--- src/rtl/aes_text_out_serializer_if.sv ---
// Word stream from the AES result serializer to the sink.
// Valid/ready handshake; master drives words, slave drives ready.
interface aes_text_out_serializer_if #(
  parameter int WORD_W = 32
);
  logic              out_valid;
  logic              out_ready;
  logic [WORD_W-1:0] out_data;
  logic              out_last;

  modport master (
    output out_valid,
    output out_data,
    output out_last,
    input  out_ready
  );

  modport slave (
    input  out_valid,
    input  out_data,
    input  out_last,
    output out_ready
  );
endinterface

--- src/rtl/aes_text_out_serializer.sv ---
// Captures the AES text_out block on done and drains it MSW first.
// Optional one-block shadow buffer: define AES_OUT_SHADOW_EN.
module aes_text_out_serializer #(
  parameter int BLOCK_W = 128,
  parameter int WORD_W  = 32
) (
  input  logic               clk,
  input  logic               rst,
  input  logic               done,
  input  logic [BLOCK_W-1:0] text_out,
  aes_text_out_serializer_if.master out,
  output logic               overrun,
  input  logic               clr_ovr
);
  localparam int NWORDS = BLOCK_W / WORD_W;
  localparam int IW = (NWORDS > 1) ? $clog2(NWORDS) : 1;
  localparam logic [IW-1:0] LAST = IW'(NWORDS - 1);

  if (BLOCK_W != 128) begin : g_bw_chk
    $error("BLOCK_W must be 128");
  end
  if ((BLOCK_W % WORD_W) != 0) begin : g_ww_chk
    $error("WORD_W must divide BLOCK_W");
  end

  typedef enum logic {IDLE, SEND} state_t;

  state_t             state_q, state_d;
  logic [BLOCK_W-1:0] active_q, active_d;
  logic [IW-1:0]      idx_q, idx_d;
  logic [WORD_W-1:0]  data_q, data_d;
  logic               last_q, last_d;
  logic               ovr_q, ovr_d;
  logic               ovr_set;
  logic               hs;
  logic               fin;
`ifdef AES_OUT_SHADOW_EN
  logic [BLOCK_W-1:0] shadow_q, shadow_d;
  logic               full_q, full_d;
`endif

  always_comb begin
    state_d  = state_q;
    active_d = active_q;
    idx_d    = idx_q;
    ovr_set  = 1'b0;
`ifdef AES_OUT_SHADOW_EN
    shadow_d = shadow_q;
    full_d   = full_q;
`endif
    hs  = (state_q == SEND) && out.out_ready;
    fin = hs && (idx_q == LAST);
    unique case (state_q)
      IDLE: begin
        if (done) begin
          active_d = text_out;
          idx_d    = '0;
          state_d  = SEND;
        end
      end
      SEND: begin
        if (hs && !fin) idx_d = idx_q + 1'b1;
        if (fin) begin
`ifdef AES_OUT_SHADOW_EN
          // Older shadowed block goes first; a coincident done refills it.
          if (full_q) begin
            active_d = shadow_q;
            idx_d    = '0;
            full_d   = done;
            shadow_d = done ? text_out : shadow_q;
          end else
`endif
          if (done) begin
            active_d = text_out;
            idx_d    = '0;
          end else begin
            state_d = IDLE;
          end
        end else if (done) begin
`ifdef AES_OUT_SHADOW_EN
          if (!full_q) begin
            shadow_d = text_out;
            full_d   = 1'b1;
          end else begin
            ovr_set = 1'b1;
          end
`else
          ovr_set = 1'b1;
`endif
        end
      end
      default: ;
    endcase
    data_d = '0;
    if (state_d == SEND)
      data_d = active_d[BLOCK_W-1-int'(idx_d)*WORD_W -: WORD_W];
    last_d = (state_d == SEND) && (idx_d == LAST);
    ovr_d  = ovr_set ? 1'b1 : (clr_ovr ? 1'b0 : ovr_q);
  end

  always_ff @(posedge clk or negedge rst) begin
    if (!rst) begin
      state_q  <= IDLE;
      active_q <= '0;
      idx_q    <= '0;
      data_q   <= '0;
      last_q   <= 1'b0;
      ovr_q    <= 1'b0;
`ifdef AES_OUT_SHADOW_EN
      shadow_q <= '0;
      full_q   <= 1'b0;
`endif
    end else begin
      state_q  <= state_d;
      active_q <= active_d;
      idx_q    <= idx_d;
      data_q   <= data_d;
      last_q   <= last_d;
      ovr_q    <= ovr_d;
`ifdef AES_OUT_SHADOW_EN
      shadow_q <= shadow_d;
      full_q   <= full_d;
`endif
    end
  end

  assign out.out_valid = (state_q == SEND);
  assign out.out_data  = data_q;
  assign out.out_last  = last_q;
  assign overrun       = ovr_q;
endmodule

--- src/flat_wrapper.sv ---
// flat-port wrapper written by rule: the top's interface ports become plain ports
module aes_text_out_serializer_flat 
#(
  parameter int BLOCK_W = 128,
  parameter int WORD_W  = 32
)
  (clk, rst, done, text_out, overrun, clr_ovr, out_out_valid, out_out_data, out_out_last, out_out_ready);
  aes_text_out_serializer_if #(.WORD_W(WORD_W)) out_i ();
  input  logic clk;
  input  logic rst;
  input  logic done;
  input  logic [BLOCK_W-1:0] text_out;
  output logic overrun;
  input  logic clr_ovr;
  output wire logic [$bits(out_i.out_valid)-1:0] out_out_valid;
  output wire logic [$bits(out_i.out_data)-1:0] out_out_data;
  output wire logic [$bits(out_i.out_last)-1:0] out_out_last;
  input wire logic [$bits(out_i.out_ready)-1:0] out_out_ready;
  assign out_out_valid = out_i.out_valid;
  assign out_out_data = out_i.out_data;
  assign out_out_last = out_i.out_last;
  assign out_i.out_ready = out_out_ready;
  aes_text_out_serializer #(.BLOCK_W(BLOCK_W), .WORD_W(WORD_W)) u_core (.clk(clk), .rst(rst), .done(done), .text_out(text_out), .out(out_i), .overrun(overrun), .clr_ovr(clr_ovr));
endmodule
--- config.mk ---
export PLATFORM = sky130hd
export DESIGN_NAME = aes_text_out_serializer_flat
export DESIGN_NICKNAME = d
export VERILOG_FILES = /design/src/rtl/aes_text_out_serializer_if.sv /design/src/rtl/aes_text_out_serializer.sv /design/src/flat_wrapper.sv
export SDC_FILE = /design/constraint.sdc
export NUM_CORES = 1
export LEC_CHECK = 0
export CAP_MARGIN = 20
export CORE_ASPECT_RATIO = 0.75
export CORE_MARGIN = 3
export CORE_UTILIZATION = 40
export CTS_CLUSTER_SIZE = 24
export DETAILED_ROUTE_END_ITERATION = 8
export PLACE_DENSITY = 0.66
export SLEW_MARGIN = 20
export SYNTH_ARGS = -nofsm -noshare
export SYNTH_HDL_FRONTEND = slang
export SYNTH_SLANG_ARGS = --single-unit
--- constraint.sdc ---
create_clock -name clk -period 2.2 [get_ports clk]
set_input_delay 0.33 -clock clk [delete_from_list [all_inputs] [get_ports clk]]
set_output_delay 0.33 -clock clk [all_outputs]
set_load 0.01 [all_outputs]
==> results_dict.tcl <==
set metrics [dict create \
    numCtsBuffers 17 \
    avgSynthCellArea_sq_um 10.7 \
    setup_viol 0 \
    dp_hpwl_um 15200 \
    top_layer_used "met4" \
    max_slew_margin_pct 63.5 \
    clock-skew-final_ns 0.0107 \
    cp-start-kind "flip-flop" \
    synth_seq_cells 165 \
    r2r_slack_ns 0.09 \
    firstDrtPassIters 8 \
    swShare_pct 35.2 \
    start_util_pct 41.5 \
    peakVddDrop_mv 0.994 \
    cts.path.max_buffers 2 \
    synth_commonest_cells "dfrtp_1, inv_1, nand2_1, o32ai_1, mux2i_1" \
    reg2reg_depth 6 \
    post_cts_buffers 0 \
    row_count 43 \
    dp.cells 1130 \
    drt-met1-wl_um 11800 \
    grt_pass1_wl_um 34800 \
    synth_ff_type "dfrtp_1" \
    critPathMaxFanout 15 \
    dp_worst_setup_slack_ns -0.126 \
    power_mw 15.0 \
    reg2reg_from "u_core.idx_q[1]$_DFF_PN0_" \
    overflow 0 \
    worst_slack_ns 0.0898 \
    place.gp.congestion 0.796 \
    cts.sinks 165 \
    synthCells 730 \
    root_buffer "clkbuf_16" \
    core_sq_um 18800 \
    yosysWarnings 0 \
    die_x_um 167 \
    io_buffer_count 167 \
    synth_nets 864 \
    tightest_slew_ns 0.548 \
    h-tree-depth 4 \
    clkPwrFrac_pct 19.8 \
    ys_seq_area_share_pct 52.9 \
    min_period_over_period_pct 95.9 \
    synth_top_area_share_pct 52.9 \
    via_per_inst 5.20 \
    clock_latency_ns 0.42 \
    power.leakage_nw 4.91 \
    power_density_nw_per_um2 1400 \
    drc 0 \
    worstHoldEndpoint "u_core.active_q[5]$_DFF_PN0_" \
    power.net_switching_mw 5.28 \
    synth.distinct_cells 38 \
    period_needed_ns 2.11 \
    hold_depth 4 \
    grtUsageTotal_pct 20.7 \
    end_kind "flip-flop" \
    r2r-end "u_core.out.out_data[8]$_DFF_PN0_" \
    synth_top_area_cell "dfrtp_1" \
    slew_viol_final 0 \
    synth-edff-count 0 \
    status "completed" \
    antenna_found_initial 0 \
    cellInternalPower_mw 9.72 \
    ys_async_sr_fraction_pct 100 \
    startpoint "u_core.idx_q[1]$_DFF_PN0_" \
    worstPathArrival_ns 2.47 \
    totalWireLength_um 22100 \
    hp-class "in -> reg" \
    dieArea_sq_um 21300 \
    drtIter0Drc 530 \
    drtAntennaViolNets 0 \
    synth_most_common_cell "dfrtp_1" \
    critical_path_class "reg -> reg" \
    path_clk_slew_ns 0.06 \
    rsz0062_at_grt "no" \
    wire_per_inst_um 19.0 \
    vias 6054 \
    wl_met2_um 9020 \
    combPwrFrac_pct 46.9 \
    hold_start "done" \
    synth_area_sq_um 7810 \
    ios 168 \
    fmax_ghz 0.474 \
    route.met3.wl_um 1060 \
    seqCellArea_sq_um 4130 \
    multi_input_area_sq_um 2970 \
    layout-drive-gt1-share_pct 14.1 \
    netlist_top_cells_area "dfrtp_1, mux2i_1, o32ai_1" \
    cap_violations 0 \
    n_antenna_cell 0 \
    pwr-share-seq_pct 33.3 \
    required_ns 2.56 \
    cts_tree "done" \
    final_cell_count_no_fill 1164 \
    utilization_pct 56.8 \
    hold_viol_final 0 \
    nFillCells 1642 \
    area_growth_pct 36.9 \
    grt_max_degree 88 \
    nNetsFinal 1038 \
    die_y_um 127 \
    grt_pass1_vias 5995 \
]
[repair_timing]
item,CTS,global route
setup endpoints to repair,4,31
pin swaps,0,1
gates resized for setup,1,5
gates cloned,0,1
hold buffers,1,0
hold endpoints to repair,45,0
[logic make-up (layout without fill, tap and decap cells)]
kind of cell    Yosys count  count (layout)  synth area share (%)
buf+inv                 184             371                  9.98
flops                   165             165                  52.9
compound gates          157             157                  16.5
simple gates            131             131                  8.26
mux                      92              92                  12.2
fa+ha+maj                 1               1                 0.160
[worst max-delay path, stage by stage, from the launching register on]
cell and delay, ns:
dfrtp_1 0.41, ha_2 0.26, nand2b_1 0.23, a311oi_4 0.41, buf_12 0.23, mux2i_2 0.32, a32o_1 0.17
[registers in the layout, summed over array words and instances (netlist names)]
signal and count:
u_core.out.out_last 1, u_core.overrun 1, u_core.out.out_valid 1, u_core.idx_q 2, u_core.active_q 128, u_core.out.out_data 32
[worst max path at each step]
stage | cells after the start | slack, ns | endpoint
finish | 6 | 0.09 | u_core.out.out_data[8]$_DFF_PN0_
detailed placement | 6 | -0.13 | u_core.out.out_data[8]$_DFF_PN0_
global placement | 6 | -0.11 | u_core.out.out_data[6]$_DFF_PN0_
global route | 6 | 0.02 | u_core.out.out_data[8]$_DFF_PN0_
CTS | 6 | -0.03 | u_core.out.out_data[8]$_DFF_PN0_
floorplan | 7 | 0.24 | u_core.active_q[100]$_DFF_PN0_
[layout make-up]
cell class,instances,share of cell area (%)
inverter,119,4.18
tap,247,2.89
timing repair buffer,220,21.1
multi-input combinational,381,27.8
clock inverter,13,1.35
clock buffer,19,4.14
sequential,165,38.6
[metal layers]
layer	up-vias	GRT usage (%)
met5	-	0
met4	0	4.38
met3	15	4.61
met2	158	27.2
met1	2966	34.2
li1	2915	-
[power groups by stage]
stage	Sequential [mW]	Combinational, mW	Clock [mW]
6_report	4.99	7.04	2.97
5_1_grt	5.13	7.59	3.16
4_1_cts	5.00	6.90	3.02
3_5_place_dp	5.05	6.84	0
3_3_place_gp	5.00	6.73	0
2_1_floorplan	5.03	4.05	0
[per-stage QoR]
step / TNS (ns) / area, sq um / hold WS, ns
finish: 0 / 10700 / 0.391
global route: 0 / 10700 / 0.407
CTS: -0.0629 / 10700 / 0.372
detailed placement: -0.893 / 10000 / 0.302
global placement: -0.476 / 10000 / 0.299
floorplan: 0 / 7810 / 0.0344
[layout by cell type, fill, tap and decap left out, drive strengths merged, types with 4 or more instances in the layout]
cell,instances
clkdlybuf4s50,165
dfrtp,165
inv,124
nand2,76
o32ai,72
mux2i,64
buf,53
mux2,28
and2,28
a32oi,28
clkbuf,20
o22ai,19
a21oi,15
or3,14
a32o,14
clkinv,5
o21ai,4
Power figures use the tool's default switching activity.
